File: config.mk
export PLATFORM = sky130hd
export DESIGN_NAME = vrot_sched
export DESIGN_NICKNAME = d
export VERILOG_FILES = /design/src/rtl/vrot_pkg.sv /design/src/rtl/vrot32.sv /design/src/rtl/vrot_rr_arb.sv /design/src/rtl/vrot_sched.sv
export SDC_FILE = /design/constraint.sdc
export NUM_CORES = 1
export LEC_CHECK = 0
export BUFFER_PORTS_ARGS = -buffer_cell sky130_fd_sc_hd__buf_2
export CAP_MARGIN = 10
export CORE_AREA = 5 5 255 257
export DETAILED_ROUTE_END_ITERATION = 16
export DIE_AREA = 0 0 260 262
export GPL_ROUTABILITY_DRIVEN = 0
export PLACE_DENSITY_LB_ADDON = 0.2
export SLEW_MARGIN = 10
export SYNTH_ARGS = -nofsm -noshare
export SYNTH_HDL_FRONTEND = slang
export SYNTH_SLANG_ARGS = --single-unit
File: constraint.sdc
create_clock -name clk -period 5.1 [get_ports clk]
set_input_delay 0.51 -clock clk [delete_from_list [all_inputs] [get_ports clk]]
set_output_delay 0.51 -clock clk [all_outputs]
set_load 0.05 [all_outputs]
File: src/rtl/vrot_pkg.sv
// Shared widths, types and the per-lane rotate helper for the vector rotator scheduler.
package vrot_pkg;
    localparam int VEC_W   = 128;
    localparam int LANE_W  = 32;
    localparam int N_LANES = 4;
    localparam int AMT_W   = 5;

    typedef logic [VEC_W-1:0] vec_t;
    typedef logic [N_LANES-1:0][AMT_W-1:0] amt_t;
    typedef enum logic [1:0] {IDLE, BUSY, DONE} vrot_state_t;

    // Doubling the lane makes the rotate a plain shift with no amount-zero special case.
    function automatic logic [LANE_W-1:0] rotl_lane(input logic [LANE_W-1:0] x,
                                                    input logic [AMT_W-1:0] a);
        logic [2*LANE_W-1:0] t;
        t = {x, x} << a;
        return t[2*LANE_W-1:LANE_W];
    endfunction
endpackage

File: src/rtl/vrot32.sv
// Four-lane 32-bit rotate-left, each lane with its own 5-bit amount.
module vrot32
    import vrot_pkg::*;
(
    input  vec_t data,
    input  amt_t amt,
    output vec_t res
);
    for (genvar k = 0; k < N_LANES; k++) begin : g_lane
        assign res[k*LANE_W +: LANE_W] = rotl_lane(data[k*LANE_W +: LANE_W], amt[k]);
    end
endmodule

File: src/rtl/vrot_rr_arb.sv
// Round-robin arbiter: search starts one past the last winner; pointer moves only on a grant.
module vrot_rr_arb #(
    parameter int N_REQ = 2
) (
    input  logic                     clk,
    input  logic                     rst,
    input  logic                     en,
    input  logic [N_REQ-1:0]         req,
    output logic [N_REQ-1:0]         gnt,
    output logic [$clog2(N_REQ)-1:0] gnt_idx,
    output logic                     gnt_any
);
    localparam int ID_W = $clog2(N_REQ);

    logic [ID_W-1:0] ptr;

    always_comb begin
        int j;
        gnt     = '0;
        gnt_idx = '0;
        gnt_any = 1'b0;
        j       = 0;
        for (int k = 0; k < N_REQ; k++) begin
            j = int'(ptr) + k;
            if (j >= N_REQ) j = j - N_REQ;
            if (en && !gnt_any && req[j]) begin
                gnt_any = 1'b1;
                gnt[j]  = 1'b1;
                gnt_idx = ID_W'(j);
            end
        end
    end

    always_ff @(posedge clk) begin
        if (rst) begin
            ptr <= '0;
        end else if (gnt_any) begin
            ptr <= (gnt_idx == ID_W'(N_REQ - 1)) ? '0 : gnt_idx + 1'b1;
        end
    end
endmodule

File: src/rtl/vrot_sched.sv
// Shares one vrot32 between N_REQ requesters; each op loops through the rotator 1..4 times.
module vrot_sched
    import vrot_pkg::*;
#(
    parameter int N_REQ = 2,
    parameter int TAG_W = 4
) (
    input  logic                     clk,
    input  logic                     rst,
    input  logic [N_REQ-1:0]         req_valid,
    output logic [N_REQ-1:0]         req_ready,
    input  logic [N_REQ*VEC_W-1:0]   req_data,
    input  logic [N_REQ*VEC_W-1:0]   req_rot,
    input  logic [N_REQ*2-1:0]       req_passes,
    input  logic [N_REQ*TAG_W-1:0]   req_tag,
    output logic                     rsp_valid,
    input  logic                     rsp_ready,
    output vec_t                     rsp_data,
    output logic [$clog2(N_REQ)-1:0] rsp_id,
    output logic [TAG_W-1:0]         rsp_tag,
    output logic                     busy
);
    localparam int ID_W = $clog2(N_REQ);

    vrot_state_t     state, state_nxt;
    logic [N_REQ-1:0] gnt;
    logic [ID_W-1:0] gnt_idx;
    logic            gnt_any;

    vec_t             sel_data;
    amt_t             sel_amt;
    logic [1:0]       sel_passes;
    logic [TAG_W-1:0] sel_tag;

    vec_t             work_p0;
    amt_t             amt_p0;
    logic [TAG_W-1:0] tag_p0;
    logic [ID_W-1:0]  id_p0;
    logic [1:0]       cnt_p0;
    vec_t             rot_out;
    logic             last_pass;

    vrot_rr_arb #(.N_REQ(N_REQ)) u_arb (
        .clk     (clk),
        .rst     (rst),
        .en      (state == IDLE),
        .req     (req_valid),
        .gnt     (gnt),
        .gnt_idx (gnt_idx),
        .gnt_any (gnt_any)
    );

    vrot32 u_rot (
        .data (work_p0),
        .amt  (amt_p0),
        .res  (rot_out)
    );

    assign req_ready = gnt;
    assign busy      = (state != IDLE);
    assign last_pass = (state == BUSY) && (cnt_p0 == 2'd0);

    always_comb begin
        sel_data   = '0;
        sel_amt    = '0;
        sel_passes = '0;
        sel_tag    = '0;
        for (int i = 0; i < N_REQ; i++) begin
            if (gnt[i]) begin
                sel_data = req_data[i*VEC_W +: VEC_W];
                for (int k = 0; k < N_LANES; k++)
                    sel_amt[k] = req_rot[i*VEC_W + k*LANE_W +: AMT_W];
                sel_passes = req_passes[i*2 +: 2];
                sel_tag    = req_tag[i*TAG_W +: TAG_W];
            end
        end
    end

    always_comb begin
        state_nxt = state;
        case (state)
            IDLE:    if (gnt_any) state_nxt = BUSY;
            BUSY:    if (cnt_p0 == 2'd0) state_nxt = DONE;
            DONE:    if (rsp_ready) state_nxt = IDLE;
            default: state_nxt = IDLE;
        endcase
    end

    // Control and response registers
    always_ff @(posedge clk) begin
        if (rst) begin
            state     <= IDLE;
            cnt_p0    <= '0;
            rsp_valid <= 1'b0;
            rsp_data  <= '0;
            rsp_id    <= '0;
            rsp_tag   <= '0;
        end else begin
            state <= state_nxt;
            if (gnt_any)
                cnt_p0 <= sel_passes;
            else if (state == BUSY && cnt_p0 != 2'd0)
                cnt_p0 <= cnt_p0 - 2'd1;
            if (last_pass) begin
                rsp_valid <= 1'b1;
                rsp_data  <= rot_out;
                rsp_id    <= id_p0;
                rsp_tag   <= tag_p0;
            end else if (state == DONE && rsp_ready) begin
                rsp_valid <= 1'b0;
            end
        end
    end

    // Operand stage: latched on grant, then fed back through the rotator each BUSY cycle
    always_ff @(posedge clk) begin
        if (gnt_any) begin
            work_p0 <= sel_data;
            amt_p0  <= sel_amt;
            tag_p0  <= sel_tag;
            id_p0   <= gnt_idx;
        end else if (state == BUSY) begin
            work_p0 <= rot_out;
        end
    end
endmodule

==> impl_results.md <==
* Pre-Repair DR Iteration Count at 6
* Share of cells above drive strength 1 at 32.5%
* R2r setup slk at 2010 ps
* EDFF count, synth at 153
* Placement row count at 92
* Final setup fails at 0
* PD cells at 609 nW/um2
* CTS sink cnt at 292
* DRT antenna net count at 0
* Vias in the first global route at 15900
* Die X at 260 um
* Status: completed
* Total length of routed wires at 66300 um
* First DRT Iteration DRCs at 1310
* Synth warnings at 0
* Num ports at 666
* Sw frac at 45.7%
* Synth top area share at 24.9%
* Crit Path Category: reg2reg
* Final HPWL DP at 49000 um
* Final Util at 35.9%
* Net Sw Power at 6.24 mW
* Hold Crit Class: in2reg
* Critical path endpoint: work_p0[11]
* Synth Instances at 1743
* F_max at 324 MHz
* Antenna Cells at 0
* Synth Area per Inst at 10.6 um2
* Clock power frac at 18.2%
* Final hold violation count at 0
* Tot GR Track Use at 18.2%
* Core area at 62500 um2
* Initial antenna violation count at 1
* Slew headroom at 18.2%
* Commonest cells in the netlist: a22oi_1, clkbuf_1, edfxtp_1, nor2_1, dfxtp_1
* First-pass GRT wire length at 97700 um
* Layout Skew at 10.2 ps
* Synth area leader: edfxtp_1
* Max Cap Viol at 0
* Reg2reg path depth at 6
* Clk_lat worst skew at 530 ps
* Vias per inst at 5.70
* Die Height at 262 um
* CTS max path bufs at 3
* Nets at 2589
* Number of distinct library cells after synthesis at 32
* Port Buf Inserts at 449
* Cell Area, Synth at 18500 um2
* Worst Max-Slew Pin Slew at 1230 ps
* CTS clock-pin slew for the worst setup and hold paths at 60 ps
* Comb pwr share at 53.7%
* Root buf cell: clkbuf_16
* Global route total overflow at 0
* Yosys reg bits at 292
* Slew Viols, Final at 0
* CTS resizes at 0
* WP data arrival at 3340 ps
* Post-CTS Hold Buffers at 0
* Net Count, Synth at 2273
* CTS tree: done
* Asr flop ratio synth at 0%
* Initial Util at 29.6%
* Setup Buffers After CTS at 0
* CP endpoint kind: flip-flop
* Max Fanout on Critical Path at 21
* Peak supply drop at 0.241 mV
* Final Critical Period at 3090 ps
* Setup TNS at 0 ps
* Sequential share of power at 28.2%
* Internal power at 7.41 mW
* RR Endpoint: work_p0[11]
* Routed vias at 16700
* CP startpoint kind: flip-flop
* Total CTS buffers at 35
* DRC Markers at 0
* Seq/Total Area, Yosys at 39.9%
* Req. time, crit path at 5350 ps
* Die Area at 68100 um2
* H-tree depth at 2
* Routed WL per cell at 22.6 um
* Leak at 8.71 nW
* Largest net degree at the start of global routing at 134
* Fin crit share at 60.6%
* Most instantiated library cell after synthesis: a22oi_1
* Launch point of the worst reg-to-reg path: amt_p0[1]
* Synth area leaders: edfxtp_1, mux4_2, a22oi_1, dfxtp_1, mux2i_1
* RSZ-0062 raised after global routing: no
* Synth Flop Type: edfxtp_1
* Crit path from: amt_p0[1]
* Area Growth Syn to Fin at 21.4%
==> cell usage in the layout, fill, tap and decap left out, types with 4 or more instances in the layout <==
| cell | instances |
|---|---|
| o21ai_1 | 129 |
| clkbuf_16 | 38 |
| a21oi_1 | 11 |
| buf_2 | 448 |
| nor2b_1 | 4 |
| a22o_1 | 30 |
| a22oi_1 | 376 |
| buf_4 | 25 |
| inv_1 | 5 |
| mux4_2 | 126 |
| nand2_1 | 137 |
| and2_1 | 5 |
| dfxtp_1 | 139 |
| clkbuf_8 | 7 |
| clkinv_2 | 4 |
| nor2b_4 | 5 |
| clkbuf_1 | 11 |
| a211oi_2 | 8 |
| nor2_1 | 143 |
| a211oi_1 | 120 |
| edfxtp_1 | 153 |
| mux2i_1 | 128 |
| a221o_1 | 6 |
==> routing by layer <==
metal	track usage, %	vias to the layer above	share of wire (%)
met5	0	-	0.017
met4	5.67	2	3.1
met3	4.58	116	8.8
met2	28.6	835	45
met1	24.9	8129	43
li1	-	7623	-
==> registers in the layout (all words and copies together), names as in the netlist <==
| name | cells |
|---|---|
| u_arb.ptr | 1 |
| tag_p0 | 4 |
| rsp_id | 1 |
| amt_p0 | 20 |
| work_p0 | 128 |
| state | 2 |
| id_p0 | 1 |
| rsp_valid | 1 |
| rsp_data | 128 |
| rsp_tag | 4 |
| cnt_p0 | 2 |
==> cell families after synthesis <==
logic type      synth area share [%]
compound gates                  26.3
simple gates                    6.55
flops                           39.9
mux                             22.3
buf+inv                         4.76
xor+xnor                      0.0474
fa+ha+maj                     0.0677
==> per-stage QoR <==
step / instance area, um2 / hold WS, ps / total power, mW / cells / setup slack (ps)
final: 22400 / 236 / 13.6 / 2931 / 2010
after global routing: 22400 / 227 / 14.4 / 2931 / 1860
after CTS: 22300 / 201 / 13.6 / 2929 / 2020
after detailed placement: 21200 / 444 / 11.1 / 2866 / 2060
after global placement: 21200 / 446 / 11.0 / 2866 / 2100
after floorplan: 18500 / 436 / 8.88 / 1743 / 1080
==> power groups by stage <==
| stage | sequential [mW] | clock [mW] | combinational, mW |
|---|---|---|---|
| after floorplan | 4.36 | 0 | 4.52 |
| after global routing | 3.93 | 2.66 | 7.82 |
| after detailed placement | 3.88 | 0 | 7.20 |
| after CTS | 3.85 | 2.56 | 7.23 |
| after global placement | 3.88 | 0 | 7.11 |
| final | 3.84 | 2.48 | 7.32 |
==> area by class of cell <==
type / count / area (um2)
inverters: 7 / 28.8
clock buffers: 56 / 1090
well taps: 846 / 1060
repair buffers: 478 / 2530
clock inverters: 7 / 40.0
fillers: 6342 / 40100
multi-input cells: 1245 / 10300
flip-flops and latches: 292 / 7380
==> worst max-delay path: stages, from the launching register on <==
cell	delay (ps)
edfxtp_1	1070
buf_4	390
mux2i_1	450
mux4_2	380
a22oi_1	100
nand2_1	310
o21ai_1	90
==> worst min path at each step <==
stage	start	endpoint	cells after the start
after floorplan	cnt_p0[1]	cnt_p0[1]	2
after global placement	cnt_p0[1]	cnt_p0[1]	2
after detailed placement	rsp_tag[2]	rsp_tag[2]	2
after CTS	req_passes[0]	cnt_p0[0]	3
after global routing	req_passes[2]	cnt_p0[0]	3
final	req_passes[0]	cnt_p0[0]	3
(Power assumes the default switching activity.)
